--- src/rtl/led_pkg.sv ---
`default_nettype none
// ============================================================================
// Module      : led_pkg
// Description : Shared types and helpers for the LED fade block.
//               - fade_state_t : ramp state encoding
//               - calc_div     : prescaler divide ratio, clamped to >= 1
// Revision    : 1.0 - initial release
// ============================================================================
package led_pkg;

    typedef enum logic [1:0] {
        IDLE = 2'd0,
        RISE = 2'd1,
        HOLD = 2'd2,
        FALL = 2'd3
    } fade_state_t;

    // Integer divide ratio, never below 1 so a prescaler always ticks.
    function automatic int calc_div(input longint freq, input longint rate);
        longint q;
        q = freq / rate;
        return (q < 64'sd1) ? 1 : int'(q);
    endfunction

endpackage
`default_nettype wire

--- src/rtl/led_pwm_core.sv ---
`default_nettype none
// ============================================================================
// Module      : led_pwm_core
// Description : PWM generator. A free-running step prescaler advances
//               pwm_cnt; the duty shadow register is reloaded only when
//               pwm_cnt wraps, so every PWM period carries a single clean
//               pulse of constant width.
// Ports       : clk       - system clock
//               reset_n   - asynchronous active-low reset
//               duty_next - duty value sampled at each period boundary
//               led_out   - registered PWM output
// Revision    : 1.0 - initial release
// ============================================================================
module led_pwm_core #(
    parameter int FREQ_HZ     = 100000000,
    parameter int PWM_FREQ_HZ = 1000,
    parameter int BRIGHT_W    = 8
) (
    input  logic                clk,
    input  logic                reset_n,
    input  logic [BRIGHT_W-1:0] duty_next,
    output logic                led_out
);
    import led_pkg::*;

    localparam int STEP_DIV = calc_div(longint'(FREQ_HZ),
                                       longint'(PWM_FREQ_HZ) * (longint'(1) << BRIGHT_W));
    localparam int STEP_CW  = $clog2(STEP_DIV) + 1;
    localparam logic [STEP_CW-1:0] STEP_LAST = STEP_CW'(STEP_DIV - 1);

    logic [STEP_CW-1:0]  step_cnt;
    logic                step_tick;
    logic [BRIGHT_W-1:0] pwm_cnt;
    logic [BRIGHT_W-1:0] duty_shadow;

    assign step_tick = (step_cnt == STEP_LAST);

    always_ff @(posedge clk or negedge reset_n) begin
        if (!reset_n) begin
            step_cnt    <= '0;
            pwm_cnt     <= '0;
            duty_shadow <= '0;
            led_out     <= 1'b0;
        end else begin
            step_cnt <= step_tick ? '0 : step_cnt + STEP_CW'(1);
            if (step_tick) begin
                pwm_cnt <= pwm_cnt + BRIGHT_W'(1);
                // Reload only on the wrap to 0: the new duty starts a fresh period.
                if (pwm_cnt == '1) begin
                    duty_shadow <= duty_next;
                end
            end
            led_out <= (pwm_cnt < duty_shadow);
        end
    end

endmodule
`default_nettype wire

--- src/rtl/led_fade.sv ---
`default_nettype none
// ============================================================================
// Module      : led_fade
// Description : LED fader. Ramps an internal brightness level linearly toward
//               target = led_in ? brightness : 0, one step per fade tick, and
//               drives the LED pin with PWM at that level.
//               Optional macro LED_FADE_GAMMA_EN: the PWM duty becomes
//               (level*level) >> BRIGHT_W for a perceptually linear fade.
// Ports       : clk        - system clock
//               reset_n    - asynchronous active-low reset
//               led_in     - requested LED state (level)
//               brightness - target duty while led_in = 1
//               led_out    - PWM drive to the LED pin
//               busy       - high while a ramp is in progress
// Revision    : 1.0 - initial release
// ============================================================================
module led_fade #(
    parameter int FREQ_HZ     = 100000000,
    parameter int PWM_FREQ_HZ = 1000,
    parameter int BRIGHT_W    = 8,
    parameter int FADE_MS     = 250
) (
    input  logic                clk,
    input  logic                reset_n,
    input  logic                led_in,
    input  logic [BRIGHT_W-1:0] brightness,
    output logic                led_out,
    output logic                busy
);
    import led_pkg::*;

    localparam int FADE_DIV = calc_div(longint'(FADE_MS) * (longint'(FREQ_HZ) / 1000),
                                       longint'(1) << BRIGHT_W);
    localparam int FADE_CW  = $clog2(FADE_DIV) + 1;
    localparam logic [FADE_CW-1:0] FADE_LAST = FADE_CW'(FADE_DIV - 1);

    logic [FADE_CW-1:0]  fade_cnt;
    logic                fade_tick;
    fade_state_t         state;
    fade_state_t         state_next;
    logic [BRIGHT_W-1:0] level;
    logic [BRIGHT_W-1:0] level_next;
    logic [BRIGHT_W-1:0] target;
    logic [BRIGHT_W-1:0] duty_next;

    assign fade_tick = (fade_cnt == FADE_LAST);
    assign target    = led_in ? brightness : '0;

    always_ff @(posedge clk or negedge reset_n) begin
        if (!reset_n) begin
            fade_cnt <= '0;
        end else begin
            fade_cnt <= fade_tick ? '0 : fade_cnt + FADE_CW'(1);
        end
    end

    // The ramp direction comes from the live target every cycle, so a target
    // change reverses the ramp from the current level and a coincident fade
    // tick already moves toward the new target. Stepping only while strictly
    // below/above the target makes the level saturate there.
    always_comb begin
        state_next = IDLE;
        level_next = level;
        if (level < target) begin
            state_next = RISE;
        end else if (level > target) begin
            state_next = FALL;
        end else if (level != '0) begin
            state_next = HOLD;
        end
        case (state_next)
            RISE:    if (fade_tick) level_next = level + BRIGHT_W'(1);
            FALL:    if (fade_tick) level_next = level - BRIGHT_W'(1);
            default: level_next = level;
        endcase
    end

    always_ff @(posedge clk or negedge reset_n) begin
        if (!reset_n) begin
            state <= IDLE;
            level <= '0;
        end else begin
            state <= state_next;
            level <= level_next;
        end
    end

    assign busy = (state == RISE) || (state == FALL);

`ifdef LED_FADE_GAMMA_EN
    logic [2*BRIGHT_W-1:0] level_wide;
    logic [2*BRIGHT_W-1:0] level_sq;
    assign level_wide = {{BRIGHT_W{1'b0}}, level};
    assign level_sq   = level_wide * level_wide;
    assign duty_next  = level_sq[2*BRIGHT_W-1:BRIGHT_W];
`else
    assign duty_next  = level;
`endif

    led_pwm_core #(
        .FREQ_HZ     (FREQ_HZ),
        .PWM_FREQ_HZ (PWM_FREQ_HZ),
        .BRIGHT_W    (BRIGHT_W)
    ) u_pwm (
        .clk       (clk),
        .reset_n   (reset_n),
        .duty_next (duty_next),
        .led_out   (led_out)
    );

endmodule
`default_nettype wire

--- config.mk ---
export PLATFORM = sky130hd
export DESIGN_NAME = led_fade
export DESIGN_NICKNAME = d
export VERILOG_FILES = /design/src/rtl/led_pkg.sv /design/src/rtl/led_pwm_core.sv /design/src/rtl/led_fade.sv
export SDC_FILE = /design/constraint.sdc
export NUM_CORES = 1
export LEC_CHECK = 0
export CORE_MARGIN = 2
export CORE_UTILIZATION = 65
export CTS_BUF_LIST = sky130_fd_sc_hd__clkbuf_4
export CTS_CLUSTER_DIAMETER = 30
export DETAILED_ROUTE_END_ITERATION = 7
export HOLD_SLACK_MARGIN = 0.05
export PLACE_DENSITY = 0.89
export SYNTH_ARGS = -nofsm -noshare
export SYNTH_HDL_FRONTEND = slang
export SYNTH_SLANG_ARGS = --single-unit
--- constraint.sdc ---
create_clock -name clk -period 5.6 [get_ports clk]
set_clock_uncertainty 0.05 [all_clocks]
set_input_delay 1.12 -clock clk [delete_from_list [all_inputs] [get_ports clk]]
set_output_delay 1.12 -clock clk [all_outputs]
set_load 0.01 [all_outputs]
==> summary.txt <==
Run status
  – Status: finished clean

Critical path
  – Critical Path Sink Type: register
  – CP max stage delay: 0.61 ns
  – Setup slack, reg-to-reg: 2.13 ns
  – Req. time, crit path: 5.83 ns
  – R2R depth: 15
  – WP data arrival: 4.61 ns
  – Slowest cell on the critical path: clkdlybuf4s50_1
  – Critical path startpoint category: primary input
  – Crit-path max FO: 8
  – Worst setup path class: primary input to register
  – Reg-to-Reg Start: duty_next[0]
  – R2R Path End: duty_next[6]
  – Crit path cell chain: clkdlybuf4s50_1 -> nand2_1 -> ha_1 -> a21oi_1 -> o21ai_0 -> nor2_1 -> or2_2 -> inv_1 -> ha_1 -> nor2b_1 -> o21ai_0 -> a21boi_0 -> o21a_1 -> o21a_1 -> o31ai_1

Placed design
  – Cell Area, Placed: 3084 um^2
  – Final RePlAce weighted congestion: 0.8229
  – Hpwl dp: 3.627 mm
  – Port bufs: 12

Clock network
  – # H-tree levels: 2
  – Reg clk slew, reported paths: 0.14 ns
  – CTS hold repair buffers: 0
  – Post-CTS sizing: 0
  – Clk buf depth: 2
  – Clock Sink Count: 54
  – # Post-CTS Setup Buffers: 0
  – Clock Latency Late Sink: 0.36 ns
  – Total CTS buffers: 5
  – CTS tree: built
  – Clock root cell: clkbuf_4

Synth
  – Synth async-reset ratio: 100.0%
  – Mapped Avg Cell Area: 10.38 um^2
  – Largest family of logic cells by synthesized area: simple AND/OR/NAND/NOR gates
  – Mux share of post-synthesis cell area: 3.805%
  – Ys Warns: 0
  – Post-synthesis compound-gate area fraction: 7.396%
  – Simple-gate area share of the yosys netlist: 17.96%
  – Synth Area in XOR/XNOR: between 10% and 20%
  – Mapped Cells: 282
  – Main synth FF type: dfrtp_1
  – Syn_nets: between 300 and 400
  – Post-Synth Adder-Cell Area: between 10 and 15%
  – Register area share after synthesis: between 40% and 50%
  – Yosys reg bits: between 50 and 60
  – Netlist cell types: 37
  – Post-synth EDFFs: 0
  – Mapped Area: 2927 um^2

Floorplan
  – Die area: 5055 um^2
  – Initial Util: 67.21%
  – Chip Height: 71.10 um
  – I/O pin cnt: 13
  – Die X-Extent: 71.10 um
  – Area of the core: 4354 um^2
  – Rows: 24

STA
  – Max frequency: 228.1 MHz
  – Endpoints failing setup: 0
  – Minimum clock period: about 4.4 ns
  – Slew Limit Fails: 0
  – Setup repair after global routing missed its margin: no
  – Relative slew margins: 56.23%
  – Worst slew pin tran: 0.6538 ns
  – Setup TNS Final: 0 ns
  – Final cycle utilization of the critical path: 78.30%
  – Final Hold Viols: 0

Cells and area
  – Diode count: 0
  – P&R area growth vs syn: 7.225%
  – Fill cells: 320
  – Final nets: 332
  – Final Instance Area: 3138 um^2
  – Layout cells sized above 1: about 4.7%

GRT
  – Antenna violations before repair: 0
  – Grt ovf: 0
  – Vias in the first global route: a little over 2,000
  – Largest net degree at the start of global routing: between 50 and 60
  – Total global-route track usage: 22.38%
  – First-pass GRT wire length: 9.018 mm

Pwr
  – PwrDens: 186.6 nW/um^2
  – Peak VDD IR: 0.1089 mV
  – Seq pwr share: 66.6%
  – Comb power frac: around 5.1%
  – Pint: about 0.46 mW
  – Clock share of power: 28.2%
  – Leak: 1.486 nW
  – Sw frac: 22.25%
  – Switch Pwr: about 0.13 mW

Route
  – Via count: 2,009
  – # DRC: 0
  – Detail Route Antenna Nets: 0
  – Initial DRC count: 57
  – Initial DRT Pass Iterations: 4
  – Routed wire length per instance: 13.88 um
  – WL final: 4.831 mm
  – Vias per cell: 5.773

Min path
  – Hold Path Depth: 1
  – Worst Hold Endpoint: fade_cnt[0]
  – Min-delay src: fade_cnt[0]
  – Worst hold path type: register to register

Job
  – Max_cap viols: 0
-- cell families after synthesis --
family	count (synthesis)
adders and majority gates	26
DFF	54
buffers and inverters	21
AOI/OAI and AO/OA	35
and+or+nand+nor	101
muxes	10
xor gates and xnor gates	35
-- synth_stat cells, drive strengths merged (3+ instances only) --
cell type  number  area, um^2
nand2          32       120.1
o31ai           3       22.52
xor2           16       140.1
inv            14       52.55
and4            6       52.55
a21o            5       37.54
nor2b           3       18.77
and3            7       43.79
dfrtp          54        1351
nor4b           3       47.54
nand4           7       43.79
mux2            9       101.4
ha             25       312.8
xnor2          19       166.4
nand3           9       45.04
a21oi           9       45.04
o21ai           9       45.04
clkbuf          6       22.52
nor2           24       90.09
o21a            5       37.54
-- worst max path at each step --
stage	endpoint	start	cells after the start	slack, ns
floorplan	duty_next[7]	led_in	16	1.61
global placement	duty_next[7]	led_in	16	1.05
detailed placement	duty_next[6]	led_in	15	0.89
CTS	duty_next[6]	led_in	15	1.26
global route	duty_next[6]	led_in	15	0.92
finish	duty_next[6]	led_in	15	1.22
-- sequential cells by signal, indices dropped and copies added, names as in the netlist --
name	flops
state	1
u_pwm.step_cnt	10
fade_cnt	18
duty_next	8
u_pwm.led_out	1
u_pwm.duty_shadow	8
u_pwm.pwm_cnt	8
-- layout by cell type, fill, tap and decap left out, drive strengths merged --
cell type,synthesis,layout
o21a,5,5
o211ai,1,1
nor2b,3,3
a21o,5,5
or3b,1,1
a211oi,1,1
nand2,32,32
ha,25,25
clkinv,0,2
xor2,16,16
a21boi,1,1
or2,1,1
clkdlybuf4s50,0,11
inv,14,14
fa,1,1
o31ai,3,3
dfrtp,54,54
and2,2,2
nor3b,1,1
mux2i,1,1
nand4,7,7
and4,6,6
nor4b,3,3
clkbuf,6,6
buf,1,2
and3,7,7
nand3,9,9
a21oi,9,9
mux2,9,9
a31oi,1,1
nor4,1,1
nor3,2,2
o21ai,9,9
nor2,24,24
xnor2,19,19
nand2b,2,2
-- power by group through the flow --
stage | clock, mW | sequential [mW] | combinational, mW
3_5_place_dp | 0 | 0.398 | 0.0306
3_3_place_gp | 0 | 0.398 | 0.0293
5_1_grt | 0.186 | 0.390 | 0.0347
4_1_cts | 0.173 | 0.390 | 0.0308
6_report | 0.165 | 0.390 | 0.0300
2_1_floorplan | 0 | 0.398 | 0.0129
-- final cells by class --
type                            count  area, um^2  share of cell area [%]
Tap cell                           52       65.06                   2.073
Clock inverter                      2       8.758                  0.2791
Clock buffer                        6       45.04                   1.435
Timing Repair Buffer               13       122.6                   3.908
Multi-Input combinational cell    207        1493                   47.57
Sequential cell                    54        1351                   43.06
Inverter                           14       52.55                   1.675
-- per-stage QoR --
stage / utilization [%] / hold WS, ns / power, mW / worst slack (ns) / std cells
finish: 72.07 / 0.4390 / 0.5855 / 1.215 / 348
global route: 72.07 / 0.4638 / 0.6108 / 0.9230 / 348
CTS: 72.07 / 0.4442 / 0.5941 / 1.263 / 348
detailed placement: 70.83 / 0.4196 / 0.4281 / 0.8852 / 340
global placement: 70.83 / 0.4164 / 0.4268 / 1.048 / 340
floorplan: - / 0.3966 / 0.4105 / 1.607 / 282
-- routing by layer --
| layer | wire [um] | up-vias | track usage [%] |
|---|---|---|---|
| li1 | - | 993 | - |
| met1 | 2273 | 981 | 29.92 |
| met4 | 61 | 0 | 6.918 |
| met2 | 2374 | 29 | 37.18 |
| met3 | 122 | 6 | 4.416 |
| met5 | 0 | - | 0 |
-- critical path, delay by kind of cell --
family,cells,cell delay (ns)
compound gates,7,1.41
fa+ha+maj,2,0.62
buf+inv,2,0.78
simple gates,4,0.66
Power figures use the tool's default switching activity.
